--- src/rtl/playback_controller_pkg.sv ---
// rtl/playback_controller_pkg.sv - shared state encodings and BCD time types
package playback_controller_pkg;

  typedef enum logic [1:0] {
    STOPPED = 2'd0,
    PLAYING = 2'd1,
    PAUSED  = 2'd2,
    ADVANCE = 2'd3
  } pb_state_t;

  localparam int BCD_W = 4;

  typedef logic [3*BCD_W-1:0] bcd_time_t;

  function automatic bcd_time_t pack_time(input logic [BCD_W-1:0] m0,
                                          input logic [BCD_W-1:0] s1,
                                          input logic [BCD_W-1:0] s0);
    return {m0, s1, s0};
  endfunction

endpackage

--- src/rtl/tick_divider.sv ---
// rtl/tick_divider.sv - one-second prescaler producing a registered count-enable tick
module tick_divider #(
  parameter int TICK_DIV = 50_000_000
) (
  input  logic clk,
  input  logic reset,
  input  logic en,
  input  logic clr,
  output logic tick
);

  localparam int CNT_W = (TICK_DIV > 1) ? $clog2(TICK_DIV) : 1;
  localparam logic [CNT_W-1:0] LAST = CNT_W'(TICK_DIV - 1);

  logic [CNT_W-1:0] count;

  // With en low the count holds, so a pause keeps the fraction of the second.
  always_ff @(posedge clk or negedge reset) begin
    if (!reset) begin
      count <= '0;
      tick  <= 1'b0;
    end else if (clr) begin
      count <= '0;
      tick  <= 1'b0;
    end else if (en) begin
      if (count == LAST) begin
        count <= '0;
        tick  <= 1'b1;
      end else begin
        count <= count + 1'b1;
        tick  <= 1'b0;
      end
    end else begin
      tick <= 1'b0;
    end
  end

endmodule

--- src/rtl/playback_controller.sv ---
// rtl/playback_controller.sv - play/pause/stop/track sequencing for the elapsed-time Timer
module playback_controller
  import playback_controller_pkg::*;
#(
  parameter int  TICK_DIV   = 50_000_000,
  parameter int  NUM_TRACKS = 4,
  parameter bit  LOOP       = 1'b0,
  localparam int TRK_W      = (NUM_TRACKS > 1) ? $clog2(NUM_TRACKS) : 1
) (
  input  logic             clk,
  input  logic             reset,
  input  logic             btn_play_pause,
  input  logic             btn_stop,
  input  logic             btn_next,
  input  logic             btn_prev,
  input  logic [BCD_W-1:0] len_s0,
  input  logic [BCD_W-1:0] len_s1,
  input  logic [BCD_W-1:0] len_m0,
  input  logic [BCD_W-1:0] tm_s0,
  input  logic [BCD_W-1:0] tm_s1,
  input  logic [BCD_W-1:0] tm_m0,
  output logic             sec_tick,
  output logic             timer_count,
  output logic             timer_clear,
  output logic [TRK_W-1:0] track_idx,
  output logic             playing,
  output logic [1:0]       state
);

  localparam logic [TRK_W-1:0] LAST_TRK = TRK_W'(NUM_TRACKS - 1);

  pb_state_t        cur, nxt;
  logic [TRK_W-1:0] idx_nxt;
  logic             clear_nxt;
  logic             adv_stop, adv_stop_nxt;
  logic             eot;
  logic             presc_en, presc_clr;

  function automatic logic [TRK_W-1:0] trk_step(input logic [TRK_W-1:0] idx, input logic fwd);
    if (fwd) return (idx == LAST_TRK) ? '0 : idx + 1'b1;
    return (idx == '0) ? LAST_TRK : idx - 1'b1;
  endfunction

  // Command decode; priority is stop, then next/prev, then play_pause, then end-of-track.
  always_comb begin
    nxt          = cur;
    idx_nxt      = track_idx;
    clear_nxt    = 1'b0;
    adv_stop_nxt = adv_stop;
    eot          = pack_time(tm_m0, tm_s1, tm_s0) == pack_time(len_m0, len_s1, len_s0);
    case (cur)
      STOPPED: begin
        if (!btn_stop && (btn_next || btn_prev)) begin
          idx_nxt   = trk_step(track_idx, btn_next);
          clear_nxt = 1'b1;
        end else if (!btn_stop && btn_play_pause) begin
          nxt = PLAYING;
        end
      end
      PLAYING: begin
        if (btn_stop) begin
          nxt       = STOPPED;
          clear_nxt = 1'b1;
        end else if (btn_next || btn_prev) begin
          nxt          = ADVANCE;
          clear_nxt    = 1'b1;
          idx_nxt      = trk_step(track_idx, btn_next);
          adv_stop_nxt = 1'b0;
        end else if (btn_play_pause) begin
          nxt = PAUSED;
        end else if (eot) begin
          nxt          = ADVANCE;
          clear_nxt    = 1'b1;
          idx_nxt      = trk_step(track_idx, 1'b1);
          adv_stop_nxt = !LOOP && (track_idx == LAST_TRK);
        end
      end
      PAUSED: begin
        if (btn_stop) begin
          nxt       = STOPPED;
          clear_nxt = 1'b1;
        end else if (btn_next || btn_prev) begin
          idx_nxt   = trk_step(track_idx, btn_next);
          clear_nxt = 1'b1;
        end else if (btn_play_pause) begin
          nxt = PLAYING;
        end
      end
      ADVANCE: nxt = adv_stop ? STOPPED : PLAYING;
      default: nxt = STOPPED;
    endcase
  end

  // Counting only while staying in PLAYING keeps sec_tick apart from timer_clear.
  assign presc_en  = (cur == PLAYING) && (nxt == PLAYING);
  assign presc_clr = clear_nxt || (cur == ADVANCE);

  tick_divider #(.TICK_DIV(TICK_DIV)) u_tick (
    .clk   (clk),
    .reset (reset),
    .en    (presc_en),
    .clr   (presc_clr),
    .tick  (sec_tick)
  );

  always_ff @(posedge clk or negedge reset) begin
    if (!reset) begin
      cur         <= STOPPED;
      track_idx   <= '0;
      timer_clear <= 1'b1;
      timer_count <= 1'b0;
      playing     <= 1'b0;
      adv_stop    <= 1'b0;
    end else begin
      cur         <= nxt;
      track_idx   <= idx_nxt;
      timer_clear <= clear_nxt;
      timer_count <= (nxt == PLAYING);
      playing     <= (nxt == PLAYING);
      adv_stop    <= adv_stop_nxt;
    end
  end

  assign state = cur;

endmodule

--- config.mk ---
export PLATFORM = sky130hd
export DESIGN_NAME = playback_controller
export DESIGN_NICKNAME = d
export VERILOG_FILES = /design/src/rtl/playback_controller_pkg.sv /design/src/rtl/tick_divider.sv /design/src/rtl/playback_controller.sv
export SDC_FILE = /design/constraint.sdc
export NUM_CORES = 1
export LEC_CHECK = 0
export ABC_AREA = 1
export CORE_ASPECT_RATIO = 1.25
export CORE_MARGIN = 4
export CORE_UTILIZATION = 49
export CTS_CLUSTER_SIZE = 16
export DETAILED_ROUTE_END_ITERATION = 8
export PLACE_DENSITY = 0.72
export RECOVER_POWER = 50
export SYNTH_ARGS = -nofsm -noshare
export SYNTH_HDL_FRONTEND = slang
export SYNTH_SLANG_ARGS = --single-unit
--- constraint.sdc ---
create_clock -name clk -period 2.9 [get_ports clk]
set_input_delay 0.29 -clock clk [delete_from_list [all_inputs] [get_ports clk]]
set_output_delay 0.29 -clock clk [all_outputs]
set_load 0.1 [all_outputs]
==> impl_metrics.yaml, run 1 <==
run_status:
  run_status: "finished with violations"
  violations: "capacitance limit, slew limit"
logic_synthesis:
  synthMuxAreaShare_pct: 0
  ys_dominant_reg_cell: "sky130_fd_sc_hd__dfrtp_1"
  main_combinational_cell_family_by_area_after_synthesis: "simple AND/OR/NAND/NOR gates"
  synth_fp_nets: 511
  async_flop_share_pct: 100
  post_synth_xor_area_fraction_pct: 5.37
  syn_area_per_cell_um2: 6.22
  part_of_the_yosys_area_used_for_sequential_elements_pct: 29.0
  synth_simple_gate_area_share_pct: 43.7
  netlist_instances: 472
  synth_enable_flop_cells: 0
  synth_adder_area_share_pct: 3.84
  netlist_area_mm2: 0.00294
  synth-seq-cells: 34
  synth.distinct_cells: 35
  synth_compound_area_share_pct: 4.35
  yosysWarnings: 0
placed_design:
  dpl_cell_area_mm2: 0.00331
  placed_cells_incl_taps: 567
  final_weighted_congestion_in_routability_driven_placement: 0.875
  dp_slack_ns: 0.380
  io_buffer_count: 37
  dp_hpwl_um: 4710
sta:
  period_needed_ns: 2.32
  fin_worst_skew_ns: 0.00320
  final-hold-violation-count: 0
  setup_ws_ns: 0.579
  setup-tns-final_ns: 0
  rsz0062_at_grt: "false"
  timing_worst_slew_pin_value_ns: 1.81
  timing_max_transition_violations_final: 35
  final_min_period_over_clock_period_pct: 80.0
  fmax_mhz: 431
  final-setup-viol-count: 0
  holdWs_ns: 0.494
  maxSlewHeadroom_pct: -20.6
floorplanning:
  fp.dieW_um: 77.2
  io_pins: 38
  effective_utilization_at_floorplan_pct: 50.5
  dieArea_mm2: 0.00730
  number_of_placement_rows: 31
  dieHeight_um: 94.5
  core_area_mm2: 0.00582
clock_network:
  post_cts_hold_buffer_count: 0
  cts_max_path_buffers: 2
  post_cts.repair.setup_buffers: 0
  clkSinkCount: 34
  cts_made_buffers: 5
  post_cts.resized_instances: 0
  cts-root-buf: "sky130_fd_sc_hd__clkbuf_8"
  clkSlewWorstSetupHoldPaths_ns: 0.07
  clk_latency_ns: 0.30
  clock_tree.htree_level_count: 2
  tritoncts_clock_tree: "done"
flow_run:
  maxCapViolCount: 1
global_route:
  track_usage_pct: 18.3
  pin_count_of_the_biggest_net_entering_global_routing: 35
  first_global_vias: 2691
  antenna_violations_before_repair: 0
  grt_first_pass_wirelength_um: 11100
  globalRouteOverflowTotal: 0
route:
  vias_per_cell: 5.02
  detail_route.first_pass.iterations: 5
  detail_route.wirelength.met1_um: 2690
  routed_wirelength_um: 6400
  detail-route-antenna-nets: 0
  detailroute.wirelength.met3_um: 228
  detailroute.wirelength.met2_um: 3360
  detailedRoute.firstIterationViolations: 141
  dr.max_layer_used: "met4"
  vias: 2889
  routed_wire_length_per_instance_um: 11.1
  drc: 0
critical_path:
  criticalPathCategory: "reg -> reg"
  end_kind: "register"
  required_ns: 3.12
  worst_r2r_startpoint: "state[1]"
  worstPathArrival_ns: 2.54
  critical_path_peak_fanout: 27
  critPathLaunch: "state[1]"
  worst_setup_path_start_kind: "register"
power_and_ir_drop:
  power-per-cell-area_mw_per_mm2: 808
  vdd_drop_max_mv: 0.799
  total_leakage_power_nw: 1.74
  total_power_consumption_of_the_routed_design_mw: 2.75
  net_sw_power_mw: 1.51
  netSwitchingFraction_pct: 54.9
  cellInternalPower_mw: 1.24
  power_frac_clock_pct: 16.1
  p_seq_share_pct: 24.1
  pwr-share-comb_pct: 59.8
finish:
  finished_layout_cell_area_mm2: 0.00340
  postLayoutCoreUtil_pct: 58.5
  leading_cell_type_in_the_layout_fill_and_taps_excluded: "sky130_fd_sc_hd__nand2_1"
  post_route_cells_drive_above_1_share_pct: 5.89
  instances_no_fill: 575
  most-common-layout-cells: "sky130_fd_sc_hd__nand2_1 (143), sky130_fd_sc_hd__inv_1 (86), sky130_fd_sc_hd__nor2_1 (64)"
  antennaDiodeCount: 0
  final_net_count: 547
  layout-area-overhead-vs-synth_pct: 15.9
min_path:
  timing.hold.worst.class: "reg -> reg"
  worstHoldStart: "adv_stop"
## state kept, by name (all words and copies together) (netlist names)
name and flops:
state 2, u_tick.tick 1, track_idx 2, timer_clear 1, u_tick.count 26, playing 1
adv_stop 1
## power by group through the flow
stage | sequential, mW | clock, mW | combinational (mW)
6_report | 0.662 | 0.442 | 1.64
5_1_grt | 0.674 | 0.466 | 1.81
4_1_cts | 0.662 | 0.453 | 1.67
3_5_place_dp | 0.668 | 0 | 1.67
3_3_place_gp | 0.668 | 0 | 1.65
2_1_floorplan | 0.953 | 0 | 1.11
## synth_stat cells, types with 2 or more instances
master                    number  area [um2]
sky130_fd_sc_hd__ha_1          9         113
sky130_fd_sc_hd__xnor2_1       4        35.0
sky130_fd_sc_hd__xor2_1       14         123
sky130_fd_sc_hd__dfrtp_1      33         826
sky130_fd_sc_hd__a21oi_1       5        25.0
sky130_fd_sc_hd__buf_4         2        15.0
sky130_fd_sc_hd__nor2_4        3        33.8
sky130_fd_sc_hd__nand2_1     143         537
sky130_fd_sc_hd__buf_6         3        33.8
sky130_fd_sc_hd__nor2_1       64         240
sky130_fd_sc_hd__nand2_2       3        18.8
sky130_fd_sc_hd__inv_1        86         323
sky130_fd_sc_hd__nor3_1        9        45.0
sky130_fd_sc_hd__buf_2         4        20.0
sky130_fd_sc_hd__nor4_1        3        18.8
sky130_fd_sc_hd__nor2_2        3        18.8
sky130_fd_sc_hd__o21ai_0      11        55.1
sky130_fd_sc_hd__nand3_1      44         220
sky130_fd_sc_hd__nand3_2       2        20.0
sky130_fd_sc_hd__nand4_1      12        75.1
## final timing paths
check                      depth (start not counted)                to  slack [ns]
min                                                2          adv_stop        0.49
min in group asynchronous                          2  u_tick.count[18]        1.01
min reg2reg                                        2          adv_stop        0.49
max reg2reg                                       13  u_tick.count[24]        0.58
max                                               13  u_tick.count[24]        0.58
max in group asynchronous                          2  u_tick.count[23]        0.84
## worst max-delay path, cell delays in order, from the launching register on
cell	delay, ns
sky130_fd_sc_hd__dfrtp_1	0.45
sky130_fd_sc_hd__inv_1	0.15
sky130_fd_sc_hd__ha_1	0.25
sky130_fd_sc_hd__nand2_1	0.07
sky130_fd_sc_hd__nor2_1	0.13
sky130_fd_sc_hd__a21o_1	0.14
sky130_fd_sc_hd__nor2_2	0.04
sky130_fd_sc_hd__nand2_1	0.07
sky130_fd_sc_hd__nand2_1	0.07
sky130_fd_sc_hd__nor2_4	0.49
sky130_fd_sc_hd__nand3_1	0.14
sky130_fd_sc_hd__nand2_1	0.10
sky130_fd_sc_hd__inv_1	0.04
sky130_fd_sc_hd__nor2_1	0.08
## metal layers
| layer | global-route usage, % | vias to the layer above |
|---|---|---|
| met1 | 19.6 | 1304 |
| met3 | 2.67 | 9 |
| li1 | - | 1518 |
| met4 | 6.82 | 0 |
| met2 | 36.0 | 58 |
| met5 | 0 | - |
## layout make-up
class | count | area, um2
Inverter | 88 | 330
Sequential cell | 34 | 852
Tap cell | 66 | 82.6
Fill cell | 581 | 2420
Clock inverter | 2 | 37.5
Multi-Input combinational cell | 340 | 1680
Timing Repair Buffer | 39 | 347
Clock buffer | 6 | 72.6
## kinds of logic (layout without fill, tap and decap cells)
kind of cell | count (synthesis) | count (layout)
AOI/OAI and AO/OA | 22 | 22
xor gates and xnor gates | 18 | 18
DFF | 34 | 34
adders and majority gates | 9 | 9
and+or+nand+nor | 291 | 291
buffers and inverters | 98 | 135
Power figures use the tool's default switching activity.
==> inputs of run 2 (changes only) <==
--- a/config.mk
+++ b/config.mk
@@ -11,7 +11,7 @@
 export CORE_UTILIZATION = 49
 export CTS_CLUSTER_SIZE = 16
 export DETAILED_ROUTE_END_ITERATION = 8
-export PLACE_DENSITY = 0.72
+export PLACE_DENSITY = 0.75
 export RECOVER_POWER = 50
 export SYNTH_ARGS = -nofsm -noshare
 export SYNTH_HDL_FRONTEND = slang
==> constraint.sdc (replaced) <==
create_clock -name clk -period 1.9 [get_ports clk]
set_input_delay 0.19 -clock clk [delete_from_list [all_inputs] [get_ports clk]]
set_output_delay 0.19 -clock clk [all_outputs]
set_load 0.1 [all_outputs]
==> impl_metrics.yaml, run 2 (synthesized netlist as in run 1, its figures left out) <==
run_status:
  run_status: "finished with violations"
  violations: "DRC, setup timing"
global_route:
  first_global_vias: 2927
  grt_first_pass_wirelength_um: 11900
  globalRouteOverflowTotal: 0
  pin_count_of_the_biggest_net_entering_global_routing: 29
  antenna_violations_before_repair: 0
  track_usage_pct: 19.6
clock_network:
  cts_made_buffers: 5
  clk_latency_ns: 0.29
  cts-root-buf: "sky130_fd_sc_hd__clkbuf_8"
  tritoncts_clock_tree: "done"
  clkSinkCount: 34
  clkSlewWorstSetupHoldPaths_ns: 0.07
  clock_tree.htree_level_count: 2
  cts_max_path_buffers: 2
  post_cts_hold_buffer_count: 0
route:
  vias_per_cell: 4.97
  detailedRoute.firstIterationViolations: 201
  vias: 3025
  drc: 2
  routed_wire_length_per_instance_um: 11.2
  routed_wirelength_um: 6850
  detail_route.first_pass.iterations: 9
  detail-route-antenna-nets: 0
min_path:
  timing.hold.worst.class: "reg -> reg"
  worstHoldStart: "adv_stop"
  timing.hold.worst_path_depth: 2
placed_design:
  placed_cells_incl_taps: 595
  dpl_cell_area_mm2: 0.00362
  io_buffer_count: 37
  final_weighted_congestion_in_routability_driven_placement: 0.892
  dp_hpwl_um: 5220
finish:
  ff_latch_area_um2: 860
  multiInputGateArea_mm2: 0.00175
  most-common-layout-cells: "sky130_fd_sc_hd__nand2_1 (135), sky130_fd_sc_hd__inv_1 (82), sky130_fd_sc_hd__nor2_1 (62)"
  finished_layout_cell_area_mm2: 0.00379
  largest_reg_flops: 26
  instances_no_fill: 609
  registers.top_by_ff_count: "u_tick.count"
  antennaDiodeCount: 0
  final_net_count: 581
  leading_cell_type_in_the_layout_fill_and_taps_excluded: "sky130_fd_sc_hd__nand2_1"
  layout-area-overhead-vs-synth_pct: 29.1
  post_route_cells_drive_above_1_share_pct: 16.6
  layout.filler_cells: 517
sta:
  maxSlewHeadroom_pct: 21.5
  final-setup-viol-count: 4
  timing_worst_slew_pin_value_ns: 1.18
  setup-tns-final_ns: -0.0220
  period_needed_ns: 1.91
  setup_ws_ns: -0.0105
  fmax_mhz: 523
  final_min_period_over_clock_period_pct: 101
  timing_max_transition_violations_final: 0
  fin_worst_skew_ns: 0.00662
  rsz0062_at_grt: "true"
  final-hold-violation-count: 0
critical_path:
  critPathLaunch: "state[1]"
  worstPathArrival_ns: 2.10
  critical_path_peak_fanout: 16
  required_ns: 2.09
  worst_setup_path_start_kind: "register"
  worst_r2r_startpoint: "state[1]"
  criticalPathCategory: "reg -> reg"
  rr_worst_depth: 13
  end_kind: "register"
power_and_ir_drop:
  total_power_consumption_of_the_routed_design_mw: 4.89
  pwr-share-comb_pct: 67.1
  total_leakage_power_nw: 1.94
  net_sw_power_mw: 2.51
  netSwitchingFraction_pct: 51.3
  cellInternalPower_mw: 2.38
  p_seq_share_pct: 21.2
  power_frac_clock_pct: 11.7
  power-per-cell-area_mw_per_mm2: 1290
  vdd_drop_max_mv: 1.06
floorplanning:
  number_of_placement_rows: 31
  dieHeight_um: 94.5
  fp.dieW_um: 77.2
  core_area_mm2: 0.00582
  effective_utilization_at_floorplan_pct: 50.5
  io_pins: 38
  dieArea_mm2: 0.00730
flow_run:
  maxCapViolCount: 0
## run 2: cell count changes in the layout (fill, tap and decap cells not counted), moves of 2 or more
cell,before,now
sky130_fd_sc_hd__ha_4,0,2
sky130_fd_sc_hd__buf_4,5,37
sky130_fd_sc_hd__nand2_1,143,135
sky130_fd_sc_hd__nor2_1,64,62
sky130_fd_sc_hd__nand2_2,3,11
sky130_fd_sc_hd__ha_1,9,6
sky130_fd_sc_hd__inv_4,0,2
sky130_fd_sc_hd__inv_1,86,82
sky130_fd_sc_hd__clkbuf_1,6,1
sky130_fd_sc_hd__buf_12,0,4
sky130_fd_sc_hd__inv_2,1,3
sky130_fd_sc_hd__dfrtp_1,33,31
sky130_fd_sc_hd__dfrtp_4,0,2
## run 2: worst paths after layout
check                                    to  slack (ns)
min in group asynchronous   u_tick.count[9]        0.65
max in group asynchronous  u_tick.count[15]        0.34
max                         u_tick.count[2]       -0.01
max reg2reg                 u_tick.count[2]       -0.01
min reg2reg                        adv_stop        0.51
min                                adv_stop        0.51
## run 2: critical path: stages, from the launching register on
cell                      delay (ns)
sky130_fd_sc_hd__dfrtp_4        0.52
sky130_fd_sc_hd__inv_4          0.08
sky130_fd_sc_hd__ha_4           0.14
sky130_fd_sc_hd__nand2_2        0.05
sky130_fd_sc_hd__nor2_2         0.13
sky130_fd_sc_hd__a21o_1         0.14
sky130_fd_sc_hd__nor2_2         0.05
sky130_fd_sc_hd__a21oi_2        0.21
sky130_fd_sc_hd__nand3_4        0.13
sky130_fd_sc_hd__buf_12         0.18
sky130_fd_sc_hd__nand2_1        0.05
sky130_fd_sc_hd__nand2_1        0.05
sky130_fd_sc_hd__inv_1          0.05
sky130_fd_sc_hd__nor2_1         0.03
## run 2: layout make-up
class	instances	share of cell area, %
Clock inverter	2	0.330
Clock buffer	6	2.18
Tap cell	66	2.18
Inverter	88	8.85
Multi-Input combinational cell	340	46.1
Timing Repair Buffer	73	17.7
Sequential cell	34	22.7
## run 2: power groups by stage
stage	combinational (mW)	clock, mW	sequential, mW
final	3.28	0.574	1.04
after CTS	3.22	0.584	1.03
after floorplan	1.79	0	1.49
after detailed placement	3.11	0	1.05
after global placement	3.05	0	1.04
after global routing	3.59	0.608	1.05
## run 2: stage by stage
step | hold WS, ns | setup slack, ns | utilization [%]
final | 0.506 | -0.0105 | 65.1
after global routing | 0.555 | -0.158 | 65.1
after CTS | 0.242 | -0.00248 | 64.6
after detailed placement | 0.487 | -0.218 | 62.3
after global placement | 0.473 | -0.140 | 62.3
after floorplan | -0.106 | -0.0682 | -
## run 2: what timing repair did
item | CTS | global route
endpoints found under the setup margin | 26 | 27
pin swaps | 3 | 3
resized for setup | 4 | 9
setup buffers | 4 | 2
## run 2: layer usage
metal / wire [um] / vias to the layer above / track usage (%)
li1: - / 1585 / -
met1: 2710 / 1355 / 20.9
met2: 3660 / 72 / 38.3
met3: 316 / 13 / 2.96
met4: 157 / 0 / 7.72
met5: 0 / - / 0
